### src/rtl/aes_pkg.sv
// Shared AES definitions: state layout, controller state encoding, round
// constant arithmetic.
package aes_pkg;

  typedef logic [0:3][0:3][7:0] aes_state_t;

  typedef enum logic [1:0] {
    IDLE  = 2'd0,
    ROUND = 2'd1,
    FINAL = 2'd2,
    DONE  = 2'd3
  } ctrl_state_e;

  localparam int NR_AES128 = 10;

  // Multiply by x in GF(2^8) modulo x^8 + x^4 + x^3 + x + 1.
  function automatic logic [7:0] xtime(input logic [7:0] b);
    return {b[6:0], 1'b0} ^ (b[7] ? 8'h1b : 8'h00);
  endfunction

endpackage

### src/rtl/aes_round_ctrl_rcon_gen.sv
// Round-constant register: init loads 01, advance steps it by xtime.
// Shared with key-expansion logic.
module rcon_gen
  import aes_pkg::*;
(
  input  logic       clk_i,
  input  logic       rst_n_i,
  input  logic       init_i,
  input  logic       advance_i,
  output logic [7:0] rcon_o
);

  logic [7:0] rcon_q, rcon_d;

  always_comb begin
    rcon_d = rcon_q;
    if (init_i) begin
      rcon_d = 8'h01;
    end else if (advance_i) begin
      rcon_d = xtime(rcon_q);
    end
  end

  always_ff @(posedge clk_i or negedge rst_n_i) begin
    if (!rst_n_i) begin
      rcon_q <= 8'h01;
    end else begin
      rcon_q <= rcon_d;
    end
  end

  assign rcon_o = rcon_q;

endmodule

### src/rtl/aes_round_ctrl.sv
// Iterative AES-128 round sequencer: drives datapath load/round/skip-mix
// controls and the round constant, one round per clock.
module aes_round_ctrl
  import aes_pkg::*;
#(
  parameter int NR       = NR_AES128,
  parameter bit HOLD_OUT = 1'b1
) (
  input  logic       clk_i,
  input  logic       rst_n_i,
  input  logic       in_valid_i,
  output logic       in_ready_o,
  output logic       out_valid_o,
  input  logic       out_ready_i,
  output logic       dp_load_init_o,
  output logic       dp_round_en_o,
  output logic       dp_skip_mix_o,
  output logic [7:0] rcon_o,
  output logic [3:0] round_idx_o,
  output logic       busy_o
);

  ctrl_state_e state_q, state_d;
  logic [3:0]  round_idx_q, round_idx_d;
  logic        round_en_q, round_en_d;
  logic        skip_mix_q, skip_mix_d;
  logic        out_valid_q, out_valid_d;
  logic        busy_q, busy_d;
  logic        rcon_init, rcon_adv;
  logic        accept;

  assign accept = (state_q == IDLE) && in_valid_i;

  always_ff @(posedge clk_i or negedge rst_n_i) begin
    if (!rst_n_i) begin
      state_q     <= IDLE;
      round_idx_q <= 4'd0;
      round_en_q  <= 1'b0;
      skip_mix_q  <= 1'b0;
      out_valid_q <= 1'b0;
      busy_q      <= 1'b0;
    end else begin
      state_q     <= state_d;
      round_idx_q <= round_idx_d;
      round_en_q  <= round_en_d;
      skip_mix_q  <= skip_mix_d;
      out_valid_q <= out_valid_d;
      busy_q      <= busy_d;
    end
  end

  always_comb begin
    state_d     = state_q;
    round_idx_d = round_idx_q;
    rcon_init   = 1'b0;
    rcon_adv    = 1'b0;
    case (state_q)
      IDLE: begin
        if (accept) begin
          state_d     = ROUND;
          round_idx_d = 4'd1;
          rcon_init   = 1'b1;
        end
      end
      ROUND: begin
        round_idx_d = round_idx_q + 4'd1;
        rcon_adv    = 1'b1;
        if (round_idx_q == 4'(NR - 1)) begin
          state_d = FINAL;
        end
      end
      FINAL: begin
        state_d = DONE;
      end
      DONE: begin
        if (!HOLD_OUT || out_ready_i) begin
          state_d     = IDLE;
          round_idx_d = 4'd0;
          rcon_init   = 1'b1;
        end
      end
      default: begin
        state_d     = IDLE;
        round_idx_d = 4'd0;
        rcon_init   = 1'b1;
      end
    endcase
  end

  // Registered outputs are decoded from the next state so they line up with it.
  always_comb begin
    round_en_d  = (state_d == ROUND) || (state_d == FINAL);
    skip_mix_d  = (state_d == FINAL);
    out_valid_d = (state_d == DONE);
    busy_d      = (state_d == ROUND) || (state_d == FINAL);
  end

  rcon_gen u_rcon_gen (
    .clk_i     (clk_i),
    .rst_n_i   (rst_n_i),
    .init_i    (rcon_init),
    .advance_i (rcon_adv),
    .rcon_o    (rcon_o)
  );

  assign in_ready_o     = (state_q == IDLE);
  assign dp_load_init_o = accept;
  assign dp_round_en_o  = round_en_q;
  assign dp_skip_mix_o  = skip_mix_q;
  assign out_valid_o    = out_valid_q;
  assign round_idx_o    = round_idx_q;
  assign busy_o         = busy_q;

  a_no_load_and_round: assert property (@(posedge clk_i) disable iff (!rst_n_i)
    !(dp_load_init_o && dp_round_en_o));

  a_round_idx_bound: assert property (@(posedge clk_i) disable iff (!rst_n_i)
    round_idx_o <= 4'(NR));

endmodule

### config.mk
export PLATFORM = sky130hd
export DESIGN_NAME = aes_round_ctrl
export DESIGN_NICKNAME = d
export VERILOG_FILES = /design/src/rtl/aes_pkg.sv /design/src/rtl/aes_round_ctrl_rcon_gen.sv /design/src/rtl/aes_round_ctrl.sv
export SDC_FILE = /design/constraint.sdc
export NUM_CORES = 1
export LEC_CHECK = 0
export ABC_AREA = 0
export ABC_CLOCK_PERIOD_IN_PS = 4600
export CELL_PAD_IN_SITES_DETAIL_PLACEMENT = 0
export CELL_PAD_IN_SITES_GLOBAL_PLACEMENT = 1
export CORE_MARGIN = 5
export CORE_UTILIZATION = 30
export CTS_CLUSTER_DIAMETER = 30
export DETAILED_ROUTE_END_ITERATION = 8
export HOLD_SLACK_MARGIN = 0.06
export PLACE_DENSITY = 0.72
export SETUP_SLACK_MARGIN = 0.15
export SYNTH_ARGS = -nofsm -noshare
export SYNTH_HDL_FRONTEND = slang
export SYNTH_SLANG_ARGS = --single-unit
export TNS_END_PERCENT = 30
### constraint.sdc
create_clock -name clk_i -period 4.6 [get_ports clk_i]
set_input_delay 0.46 -clock clk_i [delete_from_list [all_inputs] [get_ports clk_i]]
set_output_delay 0.46 -clock clk_i [all_outputs]
set_load 0.02 [all_outputs]
======== Yosys cells after proc, flatten, opt, wreduce, memory -nomap -nowiden ========
Cells that the tools add are included.
W data, S select, Z words.
operators by class
  add/subtract/negate cells ............... 1
  multiply operators ...................... 0
  divide/modulo/power cells ............... 0
  order comparisons ....................... 0
  equality and inequality tests ........... 9
  shift operators ......................... 0
  multiplexer cells ....................... 14
  bitwise gates (word level) .............. 1
  reduce and logical (&&, ||, !) cells .... 6
operators with widths
  cell                   count
  $mux W8                2
  $pmux W4 S3            1
  $eq A2 B2 Y1 const B   4
  $mux W4                2
  $pmux W2 S4            1
  $xor A8 B8 Y8          1
  $mux W2                3
  $mux W5                1
  $add A4 B1 Y4 const B  1
  $eq A2 B1 Y1 const B   2
  $eq A4 B4 Y1 const B   1
  $mux W1                3
  $reduce_and A3 Y1      1
  $reduce_bool A3 Y1     1
  $logic_not A2 Y1       1
  $ne A2 B1 Y1 const B   1
  $ne A2 B2 Y1 const B   1
  $pmux W1 S2            1
  $reduce_bool A2 Y1     1
  $logic_and A1 B1 Y1    1
  $logic_or A1 B1 Y1     1
word-level totals
  flip-flop bits (word level) ............. 17
  latch bits .............................. 0
  bits in writable memories ............... 0
  bits in read-only memories .............. 0
  bits of input ports ..................... 4
  output and inout port bits .............. 18
  word-level logic and storage cells ...... 37
  memories kept ........................... 0

======== Logic depth before layout (Yosys ltp) ========
  depth after elaboration ................. 6
  depth in mapped cells ................... 8
  depth with buffers taken out ............ 7

======== Modules after synthesis ========
A second synthesis with hierarchy kept.
second synthesis, totals
  cells, all modules ...................... 86
  area total of the unflattened synthesis .. 935.9 um^2
modules (own cells, without submodules)
  module          instances  cells each  area an instance (um^2)  sequential area each (um^2)
  aes_round_ctrl  1          56          586.8                    225.2
  rcon_gen        1          30          349.1                    201.4

======== Worst setup path before layout ========
No wires, ideal clock.
  kind .................................... reg2reg
  from .................................... register state_q[1]
  to ...................................... register busy_q (netlist: busy_o)
  library setup time ...................... 113 ps
  arrival ................................. 1,534 ps
  data required time ...................... 4,487 ps
  slack ................................... 2,953 ps
  cell stages (with the launch flop) ...... 9
  path buffers ............................ 2
  clock period less this slack ............ 1,647 ps
  cell sequence ........................... dfrtp_1 inv_1 ha_1 buf_2 buf_2 o21ai_1 o2bb2ai_1 ha_1 inv_1
on the way
  cells in the longest elaborated chain, start to end .. 6
  elaborated cells between the ends (all ways) .. 12
  those cells by class .................... eq/ne (5); mux (4); reduce/logical (3)
ends and longest elaborated chain
  element                                       line                                        text
  start, declared                               aes_round_ctrl.sv:23                        ctrl_state_e state_q, state_d;
  start signal, assigned                        aes_round_ctrl.sv:43                        state_q <= state_d;
  $logic_not A2 Y1                              aes_round_ctrl.sv:32, aes_round_ctrl.sv:57
  $logic_and A1 B1 Y1                           aes_round_ctrl.sv:32                        assign accept = (state_q == IDLE) && in_valid_i;
  $mux W2                                       aes_round_ctrl.sv:59                        if (accept) begin
  $pmux W2 S4 (*)                               aes_round_ctrl.sv:57                        case (state_q)
  $eq A2 B1 Y1 or $eq A2 B2 Y1 (tied branches)  aes_round_ctrl.sv:95                        busy_d = (state_d == ROUND) || (state_d == FINAL);
  $logic_or A1 B1 Y1 (*)                        aes_round_ctrl.sv:95
  via busy_d                                    aes_round_ctrl.sv:28                        logic busy_q, busy_d;
  end signal, assigned                          aes_round_ctrl.sv:48                        busy_q <= busy_d;
  end, declared                                 aes_round_ctrl.sv:28
The timed path passes the listed nets; every way through them passes the cells marked *.
A chain may end at the register's enable or synchronous reset.

======== Final worst setup path ========
  from .................................... register state_q[0]
  to ...................................... output dp_load_init_o
on the way
  cells in the longest elaborated chain, start to end .. 2
ends and longest elaborated chain
  element              line                  text
  $logic_not A2 Y1     aes_round_ctrl.sv:32
  $logic_and A1 B1 Y1  aes_round_ctrl.sv:32
  end, declared        aes_round_ctrl.sv:15  output logic dp_load_init_o,
No other way between the ends.

==> metrics.md <==
| Metric | Value |
|---|---|
| Fill cell instance count of the final layout | 307 |
| Flops & latches, synth | 17 |
| Number of sinks handled by clock tree synthesis | 17 |
| Die Span X | 66.1 um |
| Num CTS Buffers | 3 |
| Rel. slew slack | roughly 50% |
| Data required time at the worst endpoint | ~4.1 ns |
| Delay contributed by the slowest stage of the critical path | approximately 0.6 ns |
| Count of endpoints failing hold in the final timing report | 0 |
| Pwr dens | 658 nW/um^2 |
| Post-detailed-route wirelength per cell | 12.0 um |
| RSZ-0062 raised after global routing | no |
| NumNets Final | 121 |
| Wl on met1 | about 800 um |
| Number of synthesis warnings | 0 |
| Hold Worst Slack | 0.562 ns |
| Core region area | 3030 sq um |
| Layout overhead on the synthesized area | 28.7% |
| Peak ir drop on the vdd network | 0.000171 V |
| Type of element capturing the critical path | output port |
| Met3 layer wire length in the routed design | between 50 and 60 um |
| Number of input and output port buffers inserted | 21 |
| Worst slew pin tran | roughly 0.77 ns |
| Hold path cells | 2 |
| Post-synth net total | just under 100 |
| Maximum achievable frequency | 0.435 GHz |
| Die area | 4370 sq um |
| Total length of routed wires | 1.81 mm |
| Clock insertion delay at the later pin of the skew report | about 0.29 ns |
| Share of async-settable or async-resettable flops after synthesis | 100% |
| Data arrival, critical path | 1.84 ns |
| Overflow left after global routing | 0 |
| DRC viols | 0 |
| Final setup violation count | 0 |
| Global-route usage over all layers | 8.56% |
| Run status | finished, final reports clean |
| Top Ports | 22 |
| Via count | 679 |
| Critical Path Stages | 4 |
| Buffer type at the clock tree root | sky130_fd_sc_hd__clkbuf_4 |
| Period utilization | between 40% and 50% |
| Number of cells traversed by the worst register-to-register path | 7 |
| Sequential-to-total area share from yosys stat | a little under half |
| Most frequent cells in the layout | sky130_fd_sc_hd__clkdlybuf4s50_1, sky130_fd_sc_hd__dfrtp_1, sky130_fd_sc_hd__ha_1 |
| Initial Utilization | 31.2% |
| Inserted Diodes | 0 |
| Share of post-route cells with drive strength above 1 | under 10% |
| Synth Flop Type | sky130_fd_sc_hd__dfrtp_1 |
| Setup skew after layout | between 0.01 and 0.015 ns |
| Biggest fanout along the worst timing path | 5 |
| Unique cell type count in the Yosys netlist | 33 |
| Post-CTS Repair Setup Buffers | 0 |
| Summed instance area of the synthesized netlist | 945 sq um |
| Path class of the lowest-slack min-delay path | reg -> reg |
| Cell family with the largest share of critical-path delay | buffers and inverters |
| Total Neg Setup Slack | 0 ns |
| Maximum clock path buffer count | 2 |
| Number of instances in the synthesized netlist | 86 |
| Post-synth EDFFs | 0 |
| Number of cells upsized or downsized after cts | 0 |
| Topmost layer with routed signal wires | met4 |
| Startpoint types | flop |
| Vias per Instance | 4.50 |
| Crit-path slowest cell | sky130_fd_sc_hd__clkdlybuf4s50_1 |
| Overall die height | 66.1 um |
| CP cell instances | inv_1 -> ha_1 -> and2_1 -> clkdlybuf4s50_1 |
| Post-detail-place hpwl | 1.42 mm |
| Violation count after the first detailed-route iteration | 15 |
| Drt pass-1 iters | 4 |
| Synthesized area per cell | 11.0 sq um |
| Detailed route wirelength on metal2 | approximately 930 um |
| Minimum clock period after layout | ~2.3 ns |
| Number of antenna violations at the first check in global routing | 0 |
| Leakage Power | 0.515 nW |
| Number of placement rows | 20 |
| Most common cell after layout, fill and taps aside | sky130_fd_sc_hd__clkdlybuf4s50_1 |
| Hold Buf Count CTS | 0 |
| Maximum number of pins on one net before global-route repair | 20 |
| Classification of the worst setup path | reg -> out |
| Via count of the first global-routing pass | roughly 610 |
| Global-route wire length before repair | approximately 2.8 mm |
| Buf+Inv Stages, Crit Path | 2 |
| Count of nets left with antenna violations after detail routing | 0 |
| Clock transition at the registers of the reported paths | about 0.090 ns |
| Final GP Congestion | approximately 0.80 |
| Number of violations of the max-capacitance limit | 0 |
| TritonCTS clock tree | yes |
| Final number of max-transition violations | 0 |
| Deepest level of the CTS H-tree | 1 |
==> registers in the layout (all words and copies together) (netlist names) <==
| name | count |
|---|---|
| state_q | 2 |
| round_idx_o | 4 |
| busy_o | 1 |
| out_valid_o | 1 |
| dp_skip_mix_o | 1 |
| u_rcon_gen.rcon_o | 8 |
==> synthesized netlist by cell type (2+ instances only) <==
cell type | n | area, sq um
sky130_fd_sc_hd__dfrtp_1 | 16 | 400
sky130_fd_sc_hd__ha_1 | 9 | 113
sky130_fd_sc_hd__nor2_1 | 8 | 30.0
sky130_fd_sc_hd__mux2i_1 | 7 | 70.1
sky130_fd_sc_hd__inv_1 | 6 | 22.5
sky130_fd_sc_hd__a211oi_1 | 3 | 22.5
sky130_fd_sc_hd__nand2b_1 | 3 | 18.8
sky130_fd_sc_hd__o21ai_1 | 3 | 15.0
sky130_fd_sc_hd__xnor2_1 | 3 | 26.3
sky130_fd_sc_hd__buf_2 | 2 | 10.0
sky130_fd_sc_hd__nand2_1 | 2 | 7.51
sky130_fd_sc_hd__nand3_1 | 2 | 10.0
sky130_fd_sc_hd__nor2b_4 | 2 | 27.5
==> metrics by stage <==
step / cells / total power [mW] / setup slack [ns] / instance area [sq um] / util, %
detailed placement: 147 / 0.730 / 2.35 / 1190 / 39.3
global placement: 147 / 0.723 / 2.38 / 1190 / 39.3
floorplan: 86 / 0.566 / 2.95 / 945 / -
CTS: 151 / 0.813 / 2.28 / 1220 / 40.2
global route: 151 / 0.856 / 2.21 / 1220 / 40.2
finish: 151 / 0.801 / 2.30 / 1220 / 40.2
==> layer usage <==
| metal | track usage [%] | vias up |
|---|---|---|
| li1 | - | 341 |
| met1 | 10.5 | 325 |
| met2 | 14.5 | 11 |
| met3 | 1.02 | 2 |
| met4 | 4.57 | 0 |
| met5 | 0 | - |
==> worst paths after layout <==
path,end,from,slack (ns)
max,dp_load_init_o,state_q[0],2.30
min,u_rcon_gen.rcon_o[5],u_rcon_gen.rcon_o[4],0.56
max reg2reg,busy_o,state_q[1],2.39
min reg2reg,u_rcon_gen.rcon_o[5],u_rcon_gen.rcon_o[4],0.56
max in group asynchronous,u_rcon_gen.rcon_o[6],rst_n_i,3.51
min in group asynchronous,round_idx_o[2],rst_n_i,0.60
==> power by group <==
group | internal [mW] | switching (mW) | total (mW) | leakage [nW]
logic | 0.226 | 0.230 | 0.456 | 0.280
registers | 0.209 | 0.0558 | 0.265 | 0.218
clock network | 0.0323 | 0.0474 | 0.0796 | 0.0177
total | 0.467 | 0.334 | 0.801 | 0.515
==> worst register-to-register path, cell delays in order, from the launching register on <==
cell	delay (ns)
sky130_fd_sc_hd__dfrtp_1	0.42
sky130_fd_sc_hd__inv_1	0.11
sky130_fd_sc_hd__ha_1	0.67
sky130_fd_sc_hd__nand4b_1	0.18
sky130_fd_sc_hd__a21o_1	0.21
sky130_fd_sc_hd__a21oi_1	0.24
sky130_fd_sc_hd__ha_1	0.29
sky130_fd_sc_hd__inv_1	0.05
==> logic make-up (layout without fill, tap and decap cells) <==
family	Yosys count	in the layout	share of synthesized area [%]
AO/OA/AOI/OAI	15	15	11.0
XOR/XNOR	3	3	2.78
adder cells (fa/ha/maj)	9	9	11.9
buffers and inverters	10	31	4.64
flip-flops	17	17	45.2
multiplexers	8	8	8.61
AND/OR/NAND/NOR	24	24	15.9
==> layout make-up <==
class	instances	area, sq um	share of cell area, %
clock buffers	3	22.5	1.85
multi-input cells	59	474	39.0
well taps	44	55.1	4.53
clock inverters	1	5.00	0.412
repair buffers	21	210	17.3
inverters	6	22.5	1.85
flip-flops and latches	17	427	35.1
Note: power is estimated with default switching activity, not from simulation.
